File: src/rtl/c2f_drain.sv
// Drains full chunks from the C2F burst RAM onto a 64-bit valid/ready stream
// and hands each chunk back to tlp_xcvr once its last word has been consumed.
module c2f_drain #(
    parameter int CI_BITS = 2,
    parameter int CO_BITS = 4
) (
    input  logic                       clk_in,
    input  logic                       rstn_in,
    input  logic [CI_BITS-1:0]         c2fWrPtr_in,
    output logic [CI_BITS-1:0]         c2fRdPtr_out,
    output logic                       c2fDTAck_out,
    output logic [CI_BITS+CO_BITS-1:0] ramAddr_out,
    input  logic [63:0]                ramData_in,
    output logic [63:0]                data_out,
    output logic                       valid_out,
    input  logic                       ready_in,
    output logic                       last_out
);

    typedef enum logic [1:0] {IDLE, READ, DRAIN} state_t;

    state_t             state;
    state_t             state_nxt;
    logic [CI_BITS-1:0] rd_ptr;
    logic               ack;
    logic               inflight;
    logic               inflight_last;
    logic [63:0]        fifo_data [4];
    logic [3:0]         fifo_last;
    logic [1:0]         wr_idx;
    logic [1:0]         rd_idx;
    logic [2:0]         count;
    logic               credit;
    logic               issue;
    logic               issue_last;
    logic               start;
    logic               push;
    logic               pop;
    logic               last_pop;

    assign push         = inflight;
    assign valid_out    = (count != 3'd0);
    assign pop          = valid_out & ready_in;
    assign data_out     = fifo_data[rd_idx];
    assign last_out     = valid_out & fifo_last[rd_idx];
    assign last_pop     = pop & fifo_last[rd_idx];
    assign c2fRdPtr_out = rd_ptr;
    assign c2fDTAck_out = ack;

    // Counting the in-flight read guarantees its push always finds room.
    assign credit = (({1'b0, count} + 4'(inflight)) < 4'd4);

    always_ff @(posedge clk_in or negedge rstn_in) begin
        if (!rstn_in) begin
            state <= IDLE;
        end else begin
            state <= state_nxt;
        end
    end

    always_comb begin
        state_nxt  = state;
        issue      = 1'b0;
        issue_last = 1'b0;
        start      = 1'b0;
        case (state)
            IDLE: begin
                if (c2fWrPtr_in != rd_ptr) begin
                    state_nxt = READ;
                    start     = 1'b1;
                end
            end
            READ: begin
                if (credit) begin
                    issue = 1'b1;
                    if (ramAddr_out[CO_BITS-1:0] == '1) begin
                        issue_last = 1'b1;
                        state_nxt  = DRAIN;
                    end
                end
            end
            DRAIN: begin
                if (last_pop) begin
                    state_nxt = IDLE;
                end
            end
            default: state_nxt = IDLE;
        endcase
    end

    // The low address bits double as the chunk offset; the address is held outside READ.
    always_ff @(posedge clk_in or negedge rstn_in) begin
        if (!rstn_in) begin
            ramAddr_out   <= '0;
            rd_ptr        <= '0;
            ack           <= 1'b0;
            inflight      <= 1'b0;
            inflight_last <= 1'b0;
        end else begin
            inflight      <= issue;
            inflight_last <= issue_last;
            ack           <= (state == DRAIN) & last_pop;
            if (start) begin
                ramAddr_out <= {rd_ptr, {CO_BITS{1'b0}}};
            end else if (issue && !issue_last) begin
                ramAddr_out <= ramAddr_out + 1'b1;
            end
            if ((state == DRAIN) && last_pop) begin
                rd_ptr <= rd_ptr + 1'b1;
            end
        end
    end

    always_ff @(posedge clk_in or negedge rstn_in) begin
        if (!rstn_in) begin
            for (int i = 0; i < 4; i++) begin
                fifo_data[i] <= '0;
            end
            fifo_last <= '0;
            wr_idx    <= '0;
            rd_idx    <= '0;
            count     <= '0;
        end else begin
            if (push) begin
                fifo_data[wr_idx] <= ramData_in;
                fifo_last[wr_idx] <= inflight_last;
                wr_idx            <= wr_idx + 2'd1;
            end
            if (pop) begin
                rd_idx <= rd_idx + 2'd1;
            end
            case ({push, pop})
                2'b10:   count <= count + 3'd1;
                2'b01:   count <= count - 3'd1;
                default: ;
            endcase
        end
    end

endmodule

File: config.mk
export PLATFORM = sky130hd
export DESIGN_NAME = c2f_drain
export DESIGN_NICKNAME = d
export VERILOG_FILES = /design/src/rtl/c2f_drain.sv
export SDC_FILE = /design/constraint.sdc
export NUM_CORES = 1
export LEC_CHECK = 0
export CELL_PAD_IN_SITES_DETAIL_PLACEMENT = 0
export CELL_PAD_IN_SITES_GLOBAL_PLACEMENT = 1
export CORE_UTILIZATION = 51
export DETAILED_ROUTE_END_ITERATION = 6
export GPL_ROUTABILITY_DRIVEN = 0
export HOLD_SLACK_MARGIN = 0.12
export PLACE_DENSITY_LB_ADDON = 0.1
export SETUP_SLACK_MARGIN = 0.02
export SLEW_MARGIN = 20
export SYNTH_ARGS = -nofsm -noshare
export SYNTH_HDL_FRONTEND = slang
export SYNTH_SLANG_ARGS = --single-unit
File: constraint.sdc
create_clock -name clk_in -period 5.18 [get_ports clk_in]
set_input_delay 1.036 -clock clk_in [delete_from_list [all_inputs] [get_ports clk_in]]
set_output_delay 1.036 -clock clk_in [all_outputs]
set_load 0.02 [all_outputs]
==> results of run 1 <==
-- layer usage --
metal,wire [um],vias up,share of wire (%)
li1,-,2955,-
met1,10600,3577,42
met2,12700,127,51
met3,1280,48,5.1
met4,520,2,2.1
met5,13,-,0.052
-- worst max-delay path: stages, from the launching register on --
cell and delay, ps:
sky130_fd_sc_hd__dfrtp_4 1020, sky130_fd_sc_hd__buf_12 350, sky130_fd_sc_hd__mux4_2 560, sky130_fd_sc_hd__clkdlybuf4s50_1 560
-- cell type report --
cell class | instances | area [um2]
antenna | 1 | 2.50
inverter | 8 | 30.0
clock inverter | 6 | 43.8
timing repair buffer | 150 | 1530
sequential | 280 | 7010
tap | 319 | 399
fill | 1712 | 8570
clock buffer | 47 | 915
multi-input combinational | 387 | 4890
-- power groups by stage --
stage          logic [mW]  clock network (mW)  registers, mW
5_1_grt              5.33                2.19           4.18
6_report             5.01                2.03           4.02
2_1_floorplan        3.52                   0           3.68
3_3_place_gp         4.93                   0           3.96
4_1_cts              5.09                2.09           4.03
3_5_place_dp         5.07                   0           4.06
-- cell families (layout without fill, tap and decap cells) --
kind of cell / Yosys count / after routing
simple gates: 28 / 28
buf+inv: 53 / 211
compound gates: 16 / 16
xor+xnor: 10 / 10
mux: 326 / 326
fa+ha+maj: 7 / 7
flops: 280 / 280
other cells: 0 / 1
-- flip-flops by register name, indices dropped and copies added, names as in the netlist --
signal,flops
inflight,1
state,2
fifo_data,256
fifo_last,4
wr_idx,2
count,3
c2fDTAck_out,1
inflight_last,1
c2fRdPtr_out,2
ramAddr_out,6
rd_idx,2
-- cells in the mapped netlist (all sizes together) --
| library cell | number | area (um2) |
|---|---|---|
| xor2 | 7 | 61.3 |
| and3b | 1 | 8.76 |
| mux4 | 65 | 1460 |
| a311oi | 1 | 8.76 |
| ha | 6 | 75.1 |
| o21a | 1 | 7.51 |
| clkbuf | 2 | 7.51 |
| a31oi | 1 | 21.3 |
| inv | 8 | 30.0 |
| and4b | 1 | 13.8 |
| nand2b | 2 | 12.5 |
| a21o | 1 | 7.51 |
| nor2 | 4 | 15.0 |
| a41oi | 1 | 8.76 |
| o21ai | 5 | 25.0 |
| nand3 | 4 | 20.0 |
| o31a | 1 | 8.76 |
| o211ai | 1 | 7.51 |
| a21oi | 2 | 10.0 |
| dfrtp | 280 | 7010 |
| a211oi | 1 | 7.51 |
| buf | 43 | 226 |
| nand3b | 1 | 7.51 |
| fa | 1 | 20.0 |
| mux2i | 1 | 10.0 |
| nand4 | 1 | 6.26 |
| nand2 | 10 | 40.0 |
| or2 | 1 | 6.26 |
| or3 | 1 | 6.26 |
| and2 | 1 | 6.26 |
| o311ai | 1 | 8.76 |
| nor2b | 1 | 6.26 |
| mux2 | 260 | 2930 |
| xnor2 | 3 | 26.3 |
-- cells in the final DEF, fill, tap and decap left out, types with 2 or more instances in the layout --
cell type | synthesis | final
sky130_fd_sc_hd__mux4_2 | 65 | 65
sky130_fd_sc_hd__a21oi_1 | 2 | 2
sky130_fd_sc_hd__nand2_1 | 9 | 5
sky130_fd_sc_hd__clkinv_2 | 0 | 4
sky130_fd_sc_hd__clkbuf_8 | 0 | 10
sky130_fd_sc_hd__xor2_1 | 7 | 7
sky130_fd_sc_hd__clkbuf_1 | 2 | 7
sky130_fd_sc_hd__buf_12 | 0 | 2
sky130_fd_sc_hd__o21ai_0 | 5 | 5
sky130_fd_sc_hd__clkbuf_16 | 0 | 30
sky130_fd_sc_hd__buf_4 | 6 | 4
sky130_fd_sc_hd__ha_1 | 6 | 6
sky130_fd_sc_hd__nor2_1 | 4 | 4
sky130_fd_sc_hd__nand2b_1 | 2 | 2
sky130_fd_sc_hd__nand3_1 | 4 | 4
sky130_fd_sc_hd__dfrtp_1 | 280 | 278
sky130_fd_sc_hd__mux2_2 | 260 | 260
sky130_fd_sc_hd__clkdlybuf4s50_1 | 0 | 142
sky130_fd_sc_hd__inv_1 | 8 | 8
sky130_fd_sc_hd__xnor2_1 | 3 | 3
sky130_fd_sc_hd__nand2_4 | 0 | 3
-- through the flow --
step / cells / hold slack (ps) / util (%)
after CTS: 1196 / 500 / 63.2
final: 1198 / 380 / 63.4
after floorplan: 720 / 474 / -
after global placement: 1143 / 482 / 59.1
after detailed placement: 1143 / 487 / 59.1
after global routing: 1198 / 394 / 63.4
-- final timing paths --
path / from / end / slack [ps]
max: rd_idx[0] / data_out[29] / 1090
min in group clk_in: fifo_data[93] / fifo_data[93] / 500
min reg2reg: fifo_data[93] / fifo_data[93] / 500
max in group asynchronous: rstn_in / fifo_data[138] / 3460
min: rstn_in / fifo_data[76] / 380
max reg2reg: inflight / fifo_data[162] / 2920
==> impl_results.html, run 1 <==
<table>
<tr><th>Metric</th><th>Value</th></tr>
<tr><th colspan="2">Run status</th></tr>
<tr><td>Outcome</td><td>finished, final reports clean</td></tr>
<tr><th colspan="2">Routing</th></tr>
<tr><td>Routed Wire Length</td><td>between 20 and 30 mm</td></tr>
<tr><td>Count of routing violations after the opening detailed-route iteration</td><td>200</td></tr>
<tr><td>Detail Route Antenna Nets</td><td>0</td></tr>
<tr><td>Average via count per standard cell</td><td>5.60</td></tr>
<tr><td>First-pass iteration count of the detailed router</td><td>4</td></tr>
<tr><td>Total vias in the final route</td><td>6709</td></tr>
<tr><td>Wirelength per Cell</td><td>20.9 um</td></tr>
<tr><td>Residual DRC count</td><td>0</td></tr>
<tr><th colspan="2">GRT</th></tr>
<tr><td>Global Route met2 Usage</td><td>a little under two fifths</td></tr>
<tr><td>Met1 routing resource usage after global routing</td><td>28.1%</td></tr>
<tr><td>First-pass GRT wire length</td><td>41.0 mm</td></tr>
<tr><td>Global-route layer with the greatest usage</td><td>met2</td></tr>
<tr><td>Number of antenna violations at the first check in global routing</td><td>2</td></tr>
<tr><td>Met3 GRT Util</td><td>4.89%</td></tr>
<tr><td>Via count of the first global-routing pass</td><td>~7600</td></tr>
<tr><td>Global router's overall resource usage</td><td>between 20% and 30%</td></tr>
<tr><td>Largest net degree at the start of global routing</td><td>about 140</td></tr>
<tr><td>Total global routing overflow</td><td>0</td></tr>
<tr><th colspan="2">Pwr</th></tr>
<tr><td>Net Sw Frac</td><td>32.9%</td></tr>
<tr><td>Net switching power</td><td>3.64 mW</td></tr>
<tr><td>Reg power frac</td><td>a little over a third</td></tr>
<tr><td>Internal power of the cells</td><td>roughly 7.4 mW</td></tr>
<tr><td>Cell leakage power</td><td>6.15 nW</td></tr>
<tr><td>Comb power frac</td><td>45.3%</td></tr>
<tr><td>Sum of internal, switching and leakage power</td><td>11.1 mW</td></tr>
<tr><td>Power Dens Cells</td><td>between 700 and 800 mW/mm2</td></tr>
<tr><td>Worst IR Drop VDD</td><td>0.437 mV</td></tr>
<tr><td>Clk pwr share</td><td>18.4%</td></tr>
<tr><th colspan="2">Clock tree</th></tr>
<tr><td>Number of clock sinks</td><td>280</td></tr>
<tr><td>Maximum root-to-sink buffer count</td><td>3</td></tr>
<tr><td>Library cell used as clock root buffer</td><td>sky130_fd_sc_hd__clkbuf_16</td></tr>
<tr><td>TritonCTS clock tree</td><td>done</td></tr>
<tr><td>H-tree levels</td><td>1</td></tr>
<tr><td># hold bufs at CTS</td><td>0</td></tr>
<tr><td>Clock latency on the worst-skew pair</td><td>550 ps</td></tr>
<tr><td>TritonCTS Buffers</td><td>30</td></tr>
<tr><td>Post-CTS clock slew at the launch and capture registers of the worst setup and hold paths</td><td>60 ps</td></tr>
<tr><td>Count of buffers added by post-CTS timing repair for setup</td><td>0</td></tr>
<tr><td>Total of cells resized after clock tree synthesis</td><td>0</td></tr>
<tr><th colspan="2">Yosys</th></tr>
<tr><td>Gate Count Post-Synth</td><td>720</td></tr>
<tr><td>Synthesized area</td><td>0.0121 mm2</td></tr>
<tr><td>Post-synthesis cell type count</td><td>37</td></tr>
<tr><td>Synth Warn #</td><td>0</td></tr>
<tr><td>Syn_area_per_cell</td><td>16.8 um2</td></tr>
<tr><td>Flip-flop and latch count after synthesis</td><td>280</td></tr>
<tr><td>Fraction of the mapped netlist area in simple logic gates</td><td>under 10%</td></tr>
<tr><td>Multiplexer fraction of the synthesized cell area</td><td>36.3%</td></tr>
<tr><td>Sequential fraction of the synthesis area</td><td>57.8%</td></tr>
<tr><td>Compound-Gate Fraction of Synth Area</td><td>roughly 1%</td></tr>
<tr><td>XOR/XNOR share of the synthesized area</td><td>0.722%</td></tr>
<tr><td>Adder-cell area share of the yosys netlist</td><td>0.784%</td></tr>
<tr><td>Largest family of logic cells by synthesized area</td><td>multiplexers</td></tr>
<tr><td>Syn Nets</td><td>between 700 and 800</td></tr>
<tr><th colspan="2">Timing</th></tr>
<tr><td>Slew at the pin closest to its max-slew limit</td><td>1120 ps</td></tr>
<tr><td>Highest achievable clock rate</td><td>245 MHz</td></tr>
<tr><td>Tcrit/Tclk final</td><td>78.9%</td></tr>
<tr><td>Setup clock skew after layout</td><td>17.7 ps</td></tr>
<tr><td>Final Worst Setup Slack</td><td>1090 ps</td></tr>
<tr><td>Unrepaired setup endpoints after global routing</td><td>no</td></tr>
<tr><td>Final hold vios</td><td>0</td></tr>
<tr><td>Relative max-transition margin</td><td>25.1%</td></tr>
<tr><td>Setup tns final</td><td>0 ps</td></tr>
<tr><td>Count of final setup violators</td><td>0</td></tr>
<tr><td>Number of pins exceeding their max-slew limit in the final report</td><td>0</td></tr>
<tr><td>Period minus WS final</td><td>between 4000 and 5000 ps</td></tr>
<tr><th colspan="2">Floorplanning</th></tr>
<tr><td>Standard-cell rows</td><td>56</td></tr>
<tr><td>Vert. Die Dim</td><td>156 um</td></tr>
<tr><td>Total Die Area</td><td>0.0244 mm2</td></tr>
<tr><td>Starting utilization of the core area</td><td>approximately half</td></tr>
<tr><td>CORE AREA</td><td>0.0234 mm2</td></tr>
<tr><td>Overall die width</td><td>156 um</td></tr>
<tr><td>Count of boundary I/O pins</td><td>144</td></tr>
<tr><th colspan="2">Placement</th></tr>
<tr><td>Post-DP Area</td><td>0.0138 mm2</td></tr>
<tr><td>Count of input and output buffers</td><td>143</td></tr>
<tr><td>Estimated wirelength of the detail-placed design</td><td>14.9 mm</td></tr>
<tr><td>Setup slack at placement</td><td>1590 ps</td></tr>
<tr><th colspan="2">Layout</th></tr>
<tr><td>Proportion of layout cells with a drive suffix above 1</td><td>44.3%</td></tr>
<tr><td>Synthesis-to-finish area growth</td><td>22.3%</td></tr>
<tr><td>Final #Nets</td><td>slightly above 900</td></tr>
<tr><td>Finished Cell Area</td><td>0.0148 mm2</td></tr>
<tr><th colspan="2">Job</th></tr>
<tr><td>Maxcap violations</td><td>0</td></tr>
<tr><th colspan="2">Setup path</th></tr>
<tr><td>Path depth of the worst reg2reg path</td><td>2</td></tr>
<tr><td>Arrival time reported for the critical path endpoint</td><td>3050 ps</td></tr>
<tr><td>Crit-path max FO</td><td>40</td></tr>
<tr><td>Data required time of the critical path</td><td>about 4100 ps</td></tr>
<tr><td>Startpoint type of the worst setup path</td><td>flip-flop</td></tr>
<tr><td>Worst Setup Path Type</td><td>reg -&gt; out</td></tr>
<tr><td>Element type at the critical path end</td><td>output port</td></tr>
<tr><th colspan="2">Min path</th></tr>
<tr><td>Worst hold-check path type</td><td>in -&gt; async</td></tr>
</table>
No activity file was read; power rests on OpenSTA's default activity.
==> run 2: changes to the inputs <==
- CORE_UTILIZATION: 51 -> 47
- clock period: 5.18 -> 4.03 ns (I/O delays scaled with it)
==> impl_results.html, run 2 (synthesized netlist as in run 1, its figures left out) <==
<table>
<tr><th>Metric</th><th>Value</th></tr>
<tr><th colspan="2">Run status</th></tr>
<tr><td>Outcome</td><td>finished, final reports clean</td></tr>
<tr><th colspan="2">GRT</th></tr>
<tr><td>Via count of the first global-routing pass</td><td>roughly 7700</td></tr>
<tr><td>Global router's overall resource usage</td><td>20.0%</td></tr>
<tr><td>Total global routing overflow</td><td>0</td></tr>
<tr><td>First-pass GRT wire length</td><td>41.3 mm</td></tr>
<tr><td>Largest net degree at the start of global routing</td><td>between 100 and 150</td></tr>
<tr><td>Number of antenna violations at the first check in global routing</td><td>1</td></tr>
<tr><th colspan="2">Clock tree</th></tr>
<tr><td>Number of clock sinks</td><td>280</td></tr>
<tr><td>Clock latency on the worst-skew pair</td><td>roughly 540 ps</td></tr>
<tr><td>TritonCTS clock tree</td><td>done</td></tr>
<tr><td>Total of cells resized after clock tree synthesis</td><td>0</td></tr>
<tr><td>Count of buffers added by post-CTS timing repair for setup</td><td>0</td></tr>
<tr><td>Post-CTS clock slew at the launch and capture registers of the worst setup and hold paths</td><td>60 ps</td></tr>
<tr><td>TritonCTS Buffers</td><td>30</td></tr>
<tr><td>Maximum root-to-sink buffer count</td><td>3</td></tr>
<tr><td>Library cell used as clock root buffer</td><td>sky130_fd_sc_hd__clkbuf_16</td></tr>
<tr><td># hold bufs at CTS</td><td>0</td></tr>
<tr><td>H-tree levels</td><td>1</td></tr>
<tr><th colspan="2">Pwr</th></tr>
<tr><td>Net switching power</td><td>~4.7 mW</td></tr>
<tr><td>Sum of internal, switching and leakage power</td><td>14.5 mW</td></tr>
<tr><td>Cell leakage power</td><td>6.21 nW</td></tr>
<tr><td>Comb power frac</td><td>45.0%</td></tr>
<tr><td>Internal power of the cells</td><td>9.82 mW</td></tr>
<tr><td>Worst IR Drop VDD</td><td>0.544 mV</td></tr>
<tr><td>Reg power frac</td><td>35.1%</td></tr>
<tr><td>Clk pwr share</td><td>20.0%</td></tr>
<tr><td>Power Dens Cells</td><td>around 970 mW/mm2</td></tr>
<tr><td>Net Sw Frac</td><td>around a third</td></tr>
<tr><th colspan="2">Setup path</th></tr>
<tr><td>Startpoint type of the worst setup path</td><td>flip-flop</td></tr>
<tr><td>Launching element of the worst setup path</td><td>rd_idx[0]</td></tr>
<tr><td>Arrival time reported for the critical path endpoint</td><td>roughly 2800 ps</td></tr>
<tr><td>Element type at the critical path end</td><td>output port</td></tr>
<tr><td>Data required time of the critical path</td><td>roughly 3200 ps</td></tr>
<tr><td>Worst Setup Path Type</td><td>reg -&gt; out</td></tr>
<tr><td>Crit-path max FO</td><td>22</td></tr>
<tr><td>Register-to-Register Setup Slack</td><td>1700 ps</td></tr>
<tr><td>Critical register-to-register path startpoint</td><td>inflight</td></tr>
<tr><th colspan="2">Layout</th></tr>
<tr><td>Max FFs per register</td><td>around 260</td></tr>
<tr><td>Registers with the highest flip-flop counts</td><td>fifo_data: 256 flops, ramAddr_out: 6 flops, fifo_last: 4 flops</td></tr>
<tr><td>Most common cell after layout, fill and taps aside</td><td>sky130_fd_sc_hd__dfrtp_1</td></tr>
<tr><td>Total inserted antenna cells</td><td>0</td></tr>
<tr><td>Synthesis-to-finish area growth</td><td>23.7%</td></tr>
<tr><td>Core occupancy in the finished layout</td><td>roughly 60%</td></tr>
<tr><td>Register with the most flip-flops</td><td>fifo_data</td></tr>
<tr><td>Final #Nets</td><td>935</td></tr>
<tr><td>Proportion of layout cells with a drive suffix above 1</td><td>a little under half</td></tr>
<tr><td>Top library cells by usage in the layout, fill and taps aside</td><td>sky130_fd_sc_hd__dfrtp_1, sky130_fd_sc_hd__mux2_2, sky130_fd_sc_hd__clkdlybuf4s50_1</td></tr>
<tr><th colspan="2">Floorplanning</th></tr>
<tr><td>Count of boundary I/O pins</td><td>144</td></tr>
<tr><td>Overall die width</td><td>around 160 um</td></tr>
<tr><td>CORE AREA</td><td>0.0253 mm2</td></tr>
<tr><td>Starting utilization of the core area</td><td>48.0%</td></tr>
<tr><td>Total Die Area</td><td>approximately 0.026 mm2</td></tr>
<tr><td>Vert. Die Dim</td><td>163 um</td></tr>
<tr><td>Standard-cell rows</td><td>58</td></tr>
<tr><th colspan="2">Routing</th></tr>
<tr><td>Average via count per standard cell</td><td>5.49</td></tr>
<tr><td>Total vias in the final route</td><td>6658</td></tr>
<tr><td>First-pass iteration count of the detailed router</td><td>4</td></tr>
<tr><td>Count of routing violations after the opening detailed-route iteration</td><td>300</td></tr>
<tr><td>Wirelength per Cell</td><td>~21 um</td></tr>
<tr><td>Residual DRC count</td><td>0</td></tr>
<tr><td>Detail Route Antenna Nets</td><td>0</td></tr>
<tr><td>Routed Wire Length</td><td>25.3 mm</td></tr>
<tr><th colspan="2">Timing</th></tr>
<tr><td>Highest achievable clock rate</td><td>276 MHz</td></tr>
<tr><td>Count of final setup violators</td><td>0</td></tr>
<tr><td>Tcrit/Tclk final</td><td>90.1%</td></tr>
<tr><td>Relative max-transition margin</td><td>a little over a quarter</td></tr>
<tr><td>Final hold vios</td><td>0</td></tr>
<tr><td>Number of pins exceeding their max-slew limit in the final report</td><td>0</td></tr>
<tr><td>Final Worst Setup Slack</td><td>401 ps</td></tr>
<tr><td>Slew at the pin closest to its max-slew limit</td><td>1100 ps</td></tr>
<tr><td>Unrepaired setup endpoints after global routing</td><td>no</td></tr>
<tr><td>Setup clock skew after layout</td><td>approximately 8 ps</td></tr>
<tr><td>Setup tns final</td><td>0 ps</td></tr>
<tr><td>Period minus WS final</td><td>3630 ps</td></tr>
<tr><th colspan="2">Min path</th></tr>
<tr><td>Worst hold-check path type</td><td>in -&gt; async</td></tr>
<tr><th colspan="2">Placement</th></tr>
<tr><td>Estimated wirelength of the detail-placed design</td><td>15.6 mm</td></tr>
<tr><td>Count of input and output buffers</td><td>143</td></tr>
<tr><td>Setup slack at placement</td><td>between 900 and 1000 ps</td></tr>
<tr><th colspan="2">Job</th></tr>
<tr><td>Maxcap violations</td><td>0</td></tr>
</table>
run 2: cell count changes in the layout (fill, tap and decap cells not counted), sizes merged:
cell	before	now
clkbuf	47	42
diode	1	0
clkinv	5	7
bufinv	0	4
clkinvlp	1	2
buf	8	10
run 2: final timing paths:
path                                  end  depth (start not counted)
max reg2reg                 fifo_data[31]                          2
min                        fifo_data[140]                          1
max in group asynchronous   fifo_data[35]                          2
max                           data_out[5]                          3
min in group clk_in          fifo_last[2]                          1
min reg2reg                  fifo_last[2]                          1
run 2: metrics by stage:
| stage | hold slack [ps] | cell area [um2] | cells |
|---|---|---|---|
| final | 304 | 15000 | 1212 |
| after global routing | 379 | 15000 | 1212 |
| after CTS | 351 | 15000 | 1212 |
| after detailed placement | 488 | 13900 | 1157 |
| after global placement | 481 | 13900 | 1157 |
| after floorplan | 474 | 12100 | 720 |
run 2: power by group through the flow:
stage | Sequential (mW) | Combinational, mW | Clock (mW)
after floorplan | 4.74 | 4.53 | 0
after global placement | 5.00 | 6.46 | 0
after detailed placement | 5.15 | 6.64 | 0
after CTS | 5.10 | 6.66 | 2.98
after global routing | 5.29 | 6.97 | 3.11
final | 5.10 | 6.54 | 2.90
run 2: critical path, stage by stage, from the launching register on:
cell and delay [ps]:
sky130_fd_sc_hd__dfrtp_4 730, sky130_fd_sc_hd__buf_4 370, sky130_fd_sc_hd__mux4_2 540, sky130_fd_sc_hd__clkdlybuf4s50_1 610
run 2: final cells by class:
class / count / area, um2
fill: 1917 / 10300
sequential: 280 / 7010
multi-input combinational: 387 / 4910
timing repair buffer: 152 / 1550
clock buffer: 42 / 907
tap: 330 / 413
clock inverter: 13 / 174
inverter: 8 / 30.0
run 2: layer usage:
layer | share of wire, % | track usage, % | up-vias
li1 | - | - | 2965
met1 | 42 | 25.5 | 3550
met2 | 53 | 35.9 | 111
met3 | 4.0 | 3.67 | 30
met4 | 1.5 | 3.95 | 2
met5 | 0.047 | 0 | -
==> run 3: changes to the inputs <==
- PLACE_DENSITY: unset -> 0.79
- PLACE_DENSITY_LB_ADDON: 0.1 -> unset
- REMOVE_ABC_BUFFERS: unset -> 1
==> impl_results.html, run 3 (synthesized netlist as in run 1, its figures left out) <==
<table>
<tr><th>Metric</th><th>Value</th></tr>
<tr><th colspan="2">Floorplanning</th></tr>
<tr><td>Vert. Die Dim</td><td>around 160 um</td></tr>
<tr><td>Starting utilization of the core area</td><td>48.0%</td></tr>
<tr><td>Count of boundary I/O pins</td><td>144</td></tr>
<tr><td>Total Die Area</td><td>~0.026 mm2</td></tr>
<tr><td>CORE AREA</td><td>0.0253 mm2</td></tr>
<tr><td>Standard-cell rows</td><td>58</td></tr>
<tr><td>Overall die width</td><td>between 150 and 200 um</td></tr>
<tr><th colspan="2">Timing</th></tr>
<tr><td>Period minus WS final</td><td>between 3000 and 4000 ps</td></tr>
<tr><td>Setup clock skew after layout</td><td>10.8 ps</td></tr>
<tr><td>Setup tns final</td><td>0 ps</td></tr>
<tr><td>Final hold vios</td><td>0</td></tr>
<tr><td>Tcrit/Tclk final</td><td>between 80% and 90%</td></tr>
<tr><td>Relative max-transition margin</td><td>26.1%</td></tr>
<tr><td>Count of final setup violators</td><td>0</td></tr>
<tr><td>Slew at the pin closest to its max-slew limit</td><td>1110 ps</td></tr>
<tr><td>Highest achievable clock rate</td><td>approximately 280 MHz</td></tr>
<tr><td>Number of pins exceeding their max-slew limit in the final report</td><td>0</td></tr>
<tr><td>Unrepaired setup endpoints after global routing</td><td>no</td></tr>
<tr><th colspan="2">Placement</th></tr>
<tr><td>Count of input and output buffers</td><td>143</td></tr>
<tr><td>Estimated wirelength of the detail-placed design</td><td>15.0 mm</td></tr>
<tr><td>Post-DP Area</td><td>0.0139 mm2</td></tr>
<tr><th colspan="2">Layout</th></tr>
<tr><td>Top library cells by usage in the layout, fill and taps aside</td><td>sky130_fd_sc_hd__dfrtp_1, sky130_fd_sc_hd__mux2_2, sky130_fd_sc_hd__clkdlybuf4s50_1</td></tr>
<tr><td>Max FFs per register</td><td>roughly 260</td></tr>
<tr><td>Final #Nets</td><td>933</td></tr>
<tr><td>Proportion of layout cells with a drive suffix above 1</td><td>approximately 44%</td></tr>
<tr><td>Registers with the highest flip-flop counts</td><td>fifo_data: 256 flops, ramAddr_out: 6 flops, fifo_last: 4 flops</td></tr>
<tr><td>Synthesis-to-finish area growth</td><td>23.0%</td></tr>
<tr><td>Register with the most flip-flops</td><td>fifo_data</td></tr>
<tr><td>Total inserted antenna cells</td><td>0</td></tr>
<tr><td>Most common cell after layout, fill and taps aside</td><td>sky130_fd_sc_hd__dfrtp_1</td></tr>
<tr><td>Finished Cell Area</td><td>0.0149 mm2</td></tr>
<tr><th colspan="2">Clock tree</th></tr>
<tr><td>Maximum root-to-sink buffer count</td><td>3</td></tr>
<tr><td>TritonCTS Buffers</td><td>30</td></tr>
<tr><td>Library cell used as clock root buffer</td><td>sky130_fd_sc_hd__clkbuf_16</td></tr>
<tr><td>Number of clock sinks</td><td>280</td></tr>
<tr><td>Count of buffers added by post-CTS timing repair for setup</td><td>0</td></tr>
<tr><td>Clock latency on the worst-skew pair</td><td>540 ps</td></tr>
<tr><td>Post-CTS clock slew at the launch and capture registers of the worst setup and hold paths</td><td>60 ps</td></tr>
<tr><td>H-tree levels</td><td>1</td></tr>
<tr><td>Total of cells resized after clock tree synthesis</td><td>0</td></tr>
<tr><td>TritonCTS clock tree</td><td>done</td></tr>
<tr><td># hold bufs at CTS</td><td>0</td></tr>
<tr><th colspan="2">Routing</th></tr>
<tr><td>Wirelength per Cell</td><td>20.5 um</td></tr>
<tr><td>First-pass iteration count of the detailed router</td><td>4</td></tr>
<tr><td>Residual DRC count</td><td>0</td></tr>
<tr><td>Total vias in the final route</td><td>6710</td></tr>
<tr><td>Detail Route Antenna Nets</td><td>0</td></tr>
<tr><td>Routed Wire Length</td><td>roughly 25 mm</td></tr>
<tr><td>Count of routing violations after the opening detailed-route iteration</td><td>326</td></tr>
<tr><td>Average via count per standard cell</td><td>5.55</td></tr>
<tr><th colspan="2">GRT</th></tr>
<tr><td>Via count of the first global-routing pass</td><td>7503</td></tr>
<tr><td>Global router's overall resource usage</td><td>19.4%</td></tr>
<tr><td>Number of antenna violations at the first check in global routing</td><td>0</td></tr>
<tr><td>First-pass GRT wire length</td><td>40.2 mm</td></tr>
<tr><td>Total global routing overflow</td><td>0</td></tr>
<tr><td>Largest net degree at the start of global routing</td><td>127</td></tr>
<tr><th colspan="2">Setup path</th></tr>
<tr><td>Chain of cells forming the critical path</td><td>buf_12 -&gt; mux4_2 -&gt; clkdlybuf4s50_1</td></tr>
<tr><td>Worst Setup Path Type</td><td>reg -&gt; out</td></tr>
<tr><td>Path depth of the worst reg2reg path</td><td>2</td></tr>
<tr><td>CP peak stage delay</td><td>790 ps</td></tr>
<tr><td>Capture instance of the worst register-to-register path</td><td>fifo_data[138]</td></tr>
<tr><td>Startpoint type of the worst setup path</td><td>flip-flop</td></tr>
<tr><td>Count of buffer and inverter cells on the critical path</td><td>2</td></tr>
<tr><td>Category of cells accounting for the largest share of critical-path delay</td><td>buffers and inverters</td></tr>
<tr><td>Critical register-to-register path startpoint</td><td>inflight</td></tr>
<tr><td>Critical-path cell with the highest stage delay</td><td>sky130_fd_sc_hd__dfrtp_4</td></tr>
<tr><td>Arrival time reported for the critical path endpoint</td><td>between 2000 and 3000 ps</td></tr>
<tr><td>Register-to-Register Setup Slack</td><td>approximately 1800 ps</td></tr>
<tr><td>Data required time of the critical path</td><td>3220 ps</td></tr>
<tr><td>Element type at the critical path end</td><td>output port</td></tr>
<tr><td>Crit-path max FO</td><td>26</td></tr>
<tr><th colspan="2">Pwr</th></tr>
<tr><td>Power Dens Cells</td><td>962 mW/mm2</td></tr>
<tr><td>Cell leakage power</td><td>6.18 nW</td></tr>
<tr><td>Worst IR Drop VDD</td><td>0.503 mV</td></tr>
<tr><th colspan="2">Job</th></tr>
<tr><td>Maxcap violations</td><td>0</td></tr>
<tr><th colspan="2">Run status</th></tr>
<tr><td>Outcome</td><td>finished, final reports clean</td></tr>
<tr><th colspan="2">Min path</th></tr>
<tr><td>Worst hold-check path type</td><td>in -&gt; async</td></tr>
</table>
-- run 3: cell type report --
| class | count | area [um2] |
|---|---|---|
| fill | 1891 | 10300 |
| multi-input combinational | 387 | 4900 |
| timing repair buffer | 150 | 1540 |
| clock buffer | 51 | 951 |
| sequential | 280 | 7010 |
| inverter | 8 | 30.0 |
| tap | 330 | 413 |
| clock inverter | 4 | 70.1 |
-- run 3: power by group --
group,switching [mW],internal (mW)
clock,1.05,1.71
combinational,2.67,3.78
sequential,0.916,4.23
total,4.63,9.73
-- run 3: worst max-delay path by stage --
stage	endpoint	startpoint	slack, ps	depth (start not counted)
6_report	data_out[36]	rd_idx[0]	450	3
5_1_grt	data_out[36]	rd_idx[0]	290	3
4_1_cts	data_out[27]	rd_idx[0]	370	3
3_5_place_dp	data_out[27]	rd_idx[0]	950	3
3_3_place_gp	data_out[15]	rd_idx[0]	960	3
2_1_floorplan	last_out	rd_idx[0]	-330	2
-- run 3: worst register-to-register path: stages (launching register included) --
cell and delay (ps):
sky130_fd_sc_hd__dfrtp_1 800, sky130_fd_sc_hd__nand2_4 800, sky130_fd_sc_hd__mux2_2 550
-- run 3: metal layers --
layer  track usage [%]  vias up  wire length [um]
met1              25.9     3561             10700
met4              4.42        0               489
met5                 0        -                 0
met2              33.0      144             12400
li1                  -     2964                 -
met3              3.79       41              1200
-- run 3: through the flow --
stage | setup slack [ps] | utilization [%] | power, mW | hold WS [ps] | instances
after floorplan | -328 | - | 9.25 | 474 | 675
after global placement | 962 | 55.0 | 11.4 | 481 | 1155
after detailed placement | 952 | 55.0 | 11.7 | 487 | 1155
after CTS | 366 | 59.0 | 14.6 | 209 | 1210
after global routing | 288 | 59.1 | 15.2 | 247 | 1210
final | 452 | 59.1 | 14.4 | 211 | 1210
==> RTL edit 1, RTL diff (config.mk and constraints of run 2) <==
Make the reset (`rstn_in`) synchronous in 3 clocked blocks.
--- a/src/rtl/c2f_drain.sv
+++ b/src/rtl/c2f_drain.sv
@@ -52,3 +52,3 @@
 
-    always_ff @(posedge clk_in or negedge rstn_in) begin
+    always_ff @(posedge clk_in) begin
         if (!rstn_in) begin
@@ -91,3 +91,3 @@
     // The low address bits double as the chunk offset; the address is held outside READ.
-    always_ff @(posedge clk_in or negedge rstn_in) begin
+    always_ff @(posedge clk_in) begin
         if (!rstn_in) begin
@@ -113,3 +113,3 @@
 
-    always_ff @(posedge clk_in or negedge rstn_in) begin
+    always_ff @(posedge clk_in) begin
         if (!rstn_in) begin
Formal check against the unedited RTL: differs if rstn_in is asserted again (counterexample within 4 cycles, from zero or initial values and one cycle with rstn_in low); with rstn_in held inactive, the same outputs for 4 cycles.
==> RTL edit 1 against run 2 <==
Clock skew grew 0.0012 ns; cell area grew 0.38%; utilization grew 0.057 points; critical path type unchanged; setup slack gained 0.17 ns; cell count grew 3.3%; highest routed layer is now met4; routed wire length grew 3.0%; area after synthesis grew 0.54%; global-route usage is essentially flat; largest cell class unchanged; sequential cell count grew 2.
Power is not compared: it rests on default switching activity, and its combinational part moved more than twofold at a synthesized area within 25%.
==> RTL edit 1: results (changes against run 2) <==
Global route
  – Met3 usage: 0.0302 (-0.00645)
  – First-pass GRT wire length: 40300 um (-2.4%)
  – Met2 Resource Use GR: 0.346 (-0.0126)
  – Gr usage total: 0.200 (about the same)
  – Initial antenna violation count: 1 (unchanged)
  – M1 GR Usage: 0.265 (+0.00985)
  – Pin count of the biggest net entering global routing: 68 (-36%)
  – Vias in the first global route: 7335 (-4.2%)

Drt
  – Iteration-0 DRC Markers: 367 (+22%)
  – Metal-1 WL: 11100 um (+4.9%)
  – Via Count: 6857 (+3.0%)
  – Avg WL per Cell: 20.8 um (-0.26%)
  – WL met2: 12900 um (-3.1%)
  – Pre-antenna DRT Iters: 5 (+1)
  – Post-Route WL: 26000 um (+3.0%)
  – Top routing layer used: met4
  – Met3 WL: 1520 um (+52%)

Synth
  – Synth Area in XOR/XNOR: 0.00790 (+0.000680)
  – Net count after synthesis: 836 (+5.0%)
  – Most numerous cell in the Yosys netlist: edfxtp_1
  – Top post-synthesis cells by area: edfxtp_1 (63%), mux4_2 (12%), and2_1 (10%)
  – Post-synthesis compound-gate area fraction: 0.00913 (-0.000875)
  – FFs w/ async S/R, synth: 0 (-1.00)
  – Multiplexer share of the synthesized area: 0.123 (-0.240)
  – Post-Synthesis Cells: 760 (+5.6%)
  – Ys Warns: 0 (unchanged)
  – Post-synth EDFFs: 256 (+256)
  – Post-synthesis sequential area ratio: 0.673 (+0.0954)
  – Post-Synth Adder-Cell Area: 0.00780 (-0.0000419)
  – Synth cell count leaders: edfxtp_1 (256), and2_1 (200), and3_1 (66)
  – Main synth FF type: edfxtp_1
  – FF+latch count, synth: 282 (+0.71%)

Worst setup path
  – CP max FO: 33 (+50%)
  – R2R cell count: 4 (+2)
  – Worst Path Arrival: 2.66 ns (-0.16 ns)
  – Reg-to-Reg End: fifo_data[2][23]$_SDFFCE_PN0P_
  – Worst r2r src: inflight$_SDFF_PN0_
  – Flop-to-flop setup slack: 1.84 ns (+0.14 ns)
  – CP max stage delay: 0.62 ns (-0.11 ns)
  – CP max stage cell: dfxtp_4

Timing
  – WHS: 0.474 ns (+0.170 ns)
  – Worst clock skew: 0.00918 ns (+0.00118 ns)
  – Slew @ Worst Pin: 1.00 ns (-0.0981 ns)

Final layout
  – # nets final: 973 (+4.1%)
  – Share of layout cells above drive strength 1: 0.155 (-0.296)
  – Fillers: 1941 (+1.3%)

Place
  – Post-DP Area: 14000 sq um (+0.80%)
  – DPL Wire Length: 14400 um (-7.9%)
  – Placed Cells: 1195 (+3.3%)

Worst hold path
  – Worst min path class: reg -> reg

Run status
  – Status: complete, no violations
-- RTL edit 1: cell types whose count changed after synthesis, sizes merged, moves of 6 or more --
cell    before  now
clkbuf       2   36
and2         1  202
a21boi       0    6
dfrtp      280    0
and3         0   67
nand2       10   17
edfxtp       0  256
dfxtp        0   26
buf         43   17
mux2       260    0
-- RTL edit 1: through the flow --
| stage | total power [W] | setup slack, ns |
|---|---|---|
| 3_5_place_dp | 0.00516 | 0.959 |
| 4_1_cts | 0.00800 | 0.488 |
| 2_1_floorplan | 0.00446 | 0.592 |
| 6_report | 0.00790 | 0.566 |
| 5_1_grt | 0.00819 | 0.425 |
| 3_3_place_gp | 0.00514 | 0.955 |
-- RTL edit 1: cells by family after synthesis --
family	count (synthesis)
and+or+nand+nor	316
DFF	282
muxes	68
buffers and inverters	59
AOI/OAI and AO/OA	17
xor gates and xnor gates	11
adders and majority gates	7
-- RTL edit 1: final cells by class --
cell class              instances  area, sq um  area share
diodes                          1         2.50    0.000166
clock buffers                  36          795      0.0528
multi-input cells             419         3780       0.251
inverters                       6         22.5     0.00150
flip-flops and latches        282         8220       0.546
repair buffers                158         1590       0.106
clock inverters                20          239      0.0159
well taps                     330          413      0.0274
-- RTL edit 1: worst min-delay path: cells and delay by family (launching register included) --
family,cells,cell delay [ns]
compound gates,1,0.07
flops,1,0.31
simple gates,1,0.05
-- RTL edit 1: worst max-delay path by stage --
stage / start / endpoint / slack [ns]
after detailed placement: rstn_in / fifo_data[2][49]$_SDFFCE_PN0P_ / 0.96
after global routing: flip-flop / data_out[6] / 0.43
after global placement: rstn_in / fifo_data[2][55]$_SDFFCE_PN0P_ / 0.95
after floorplan: rstn_in / fifo_data[2][0]$_SDFFCE_PN0P_ / 0.59
after CTS: flip-flop / data_out[6] / 0.49
final: flip-flop / data_out[2] / 0.57
==> RTL edit 2, RTL diff (flow settings as in run 2) <==
Without the edit above. Change the parameter `CI_BITS` from 2 to 3.
--- a/src/rtl/c2f_drain.sv
+++ b/src/rtl/c2f_drain.sv
@@ -3,3 +3,3 @@
 module c2f_drain #(
-    parameter int CI_BITS = 2,
+    parameter int CI_BITS = 3,
     parameter int CO_BITS = 4
Interface: changed (resized c2fRdPtr_out, c2fWrPtr_in and ramAddr_out); port bits go from 144 to 147. No check against the original RTL was run, so the function may have changed too.
==> RTL edit 2 against run 2 <==
Synthesized cell count is 0.56% higher; area after synthesis is 0.67% higher; power decreased by 2.2%; routed wire length rose by 1.3%; sequential cell count grew 2; die area rose by 0.66%; cell area about the same; setup slack better by 0.12 ns; critical path type unchanged.
==> RTL edit 2: results (changes against run 2) <==
Global route
  – Pin count of the biggest net entering global routing: 113 (+5.6%)
  – First-pass GRT wire length: 41300 um (about the same)
  – Met2 Resource Use GR: 0.351 (-0.00786)
  – Vias in the first global route: 7781 (+1.7%)
  – Met3 usage: 0.0449 (+0.00828)
  – Initial antenna violation count: 2 (+1)
  – M1 GR Usage: 0.246 (-0.00848)
  – Gr usage total: 0.199 (-0.00150)

Clock tree
  – Clock Path Buffers: 3 (unchanged)
  – Clk pin slew, worst setup/hold paths: 0.06 ns (about the same)
  – Total CTS buffers: 31 (+3.3%)
  – CTS root buffer: clkbuf_16

Worst setup path
  – Worst Path Arrival: 2.70 ns (-0.12 ns)
  – CP max FO: 17 (-23%)
  – Flop-to-flop setup slack: 1.73 ns (+0.03 ns)
  – Reg-to-Reg End: fifo_data[224]$_DFFE_PN0P_
  – Crit path capture: data_out[63]

Timing
  – Worst clock skew: 0.00775 ns (-0.000250 ns)
  – WHS: 0.285 ns (-0.0194 ns)
  – Slew @ Worst Pin: 1.09 ns (-0.0109 ns)
  – Period Utilization, post-route: 0.871 (-0.0298)

Worst hold path
  – Worst min path class: in -> async

Synth
  – Syn avg cell area: 16.9 sq um (+0.11%)
  – Synth cell count leaders: dfrtp_1 (282), mux2_2 (262), mux4_2 (65)
  – Net count after synthesis: 802 (+0.75%)
  – Ys Warns: 0 (unchanged)
  – Synth unique cells: 34 (-8.1%)
  – Post-synthesis sequential area ratio: 0.578 (about the same)
  – Top post-synthesis cells by area: dfrtp_1 (58%), mux2_2 (24%), mux4_2 (12%)

Power
  – Leak: 6.21 nW (about the same)
  – Sw Pwr: 0.00465 W (-1.4%)
  – Clock net power: 0.00262 W (-9.7%)
  – Maximum VDD drop: 0.525 mV (-3.3%)
  – Gate power share: 0.457 (+0.007)
  – Switching share of power: 0.327 (+0.00242)

Place
  – I/O Buffers: 146 (+2.1%)
  – Post-DP Area: 14000 sq um (+0.77%)
  – DPL Wire Length: 15800 um (+0.94%)
  – Placed Cells: 1166 (+0.78%)
  – Setup Slack @ Placement: 1.02 ns (+0.118 ns)

Drt
  – Top routing layer used: met4
  – Metal-1 WL: 10500 um (+0.10%)
  – Vias per inst: 5.54 (+0.80%)
  – Met3 WL: 1340 um (+34%)
  – Post-Route WL: 25600 um (+1.3%)
  – Iteration-0 DRC Markers: 268 (-11%)
  – Avg WL per Cell: 21.0 um (+0.53%)
  – WL met2: 13300 um (-0.15%)

Final layout
  – # nets final: 947 (+1.3%)
  – Share of layout cells above drive strength 1: 0.439 (-0.0126)
  – Regs by FF count: fifo_data x256, ramAddr_out x7, fifo_last x4

Run status
  – Status: complete, no violations
==> RTL edit 2: changes by cell type in the layout (fill, tap and decap cells not counted), moves of 4 or more <==
cell and change:
clkbuf_1 +9, buf_4 +4, bufinv_16 -4, clkinv_2 -4
==> RTL edit 2: logic make-up after synthesis <==
family	after synthesis	synth area share
and+or+nand+nor	29	0.0127
DFF	282	0.578
adders and majority gates	8	0.00881
buffers and inverters	52	0.0196
xor gates and xnor gates	12	0.00861
AOI/OAI and AO/OA	11	0.00769
muxes	330	0.364
==> RTL edit 2: layout make-up <==
class | count | area, sq um
clock buffers | 50 | 927
clock inverters | 3 | 18.8
repair buffers | 157 | 1570
fillers | 1941 | 10300
multi-input cells | 390 | 4960
diodes | 2 | 5.00
flip-flops and latches | 282 | 7060
inverters | 7 | 26.3
well taps | 330 | 413
==> RTL edit 2: worst max-delay path: stages, from the launching register on <==
cell and delay (ns):
dfrtp_4 0.65, buf_4 0.36, mux4_2 0.58, clkdlybuf4s50_1 0.56
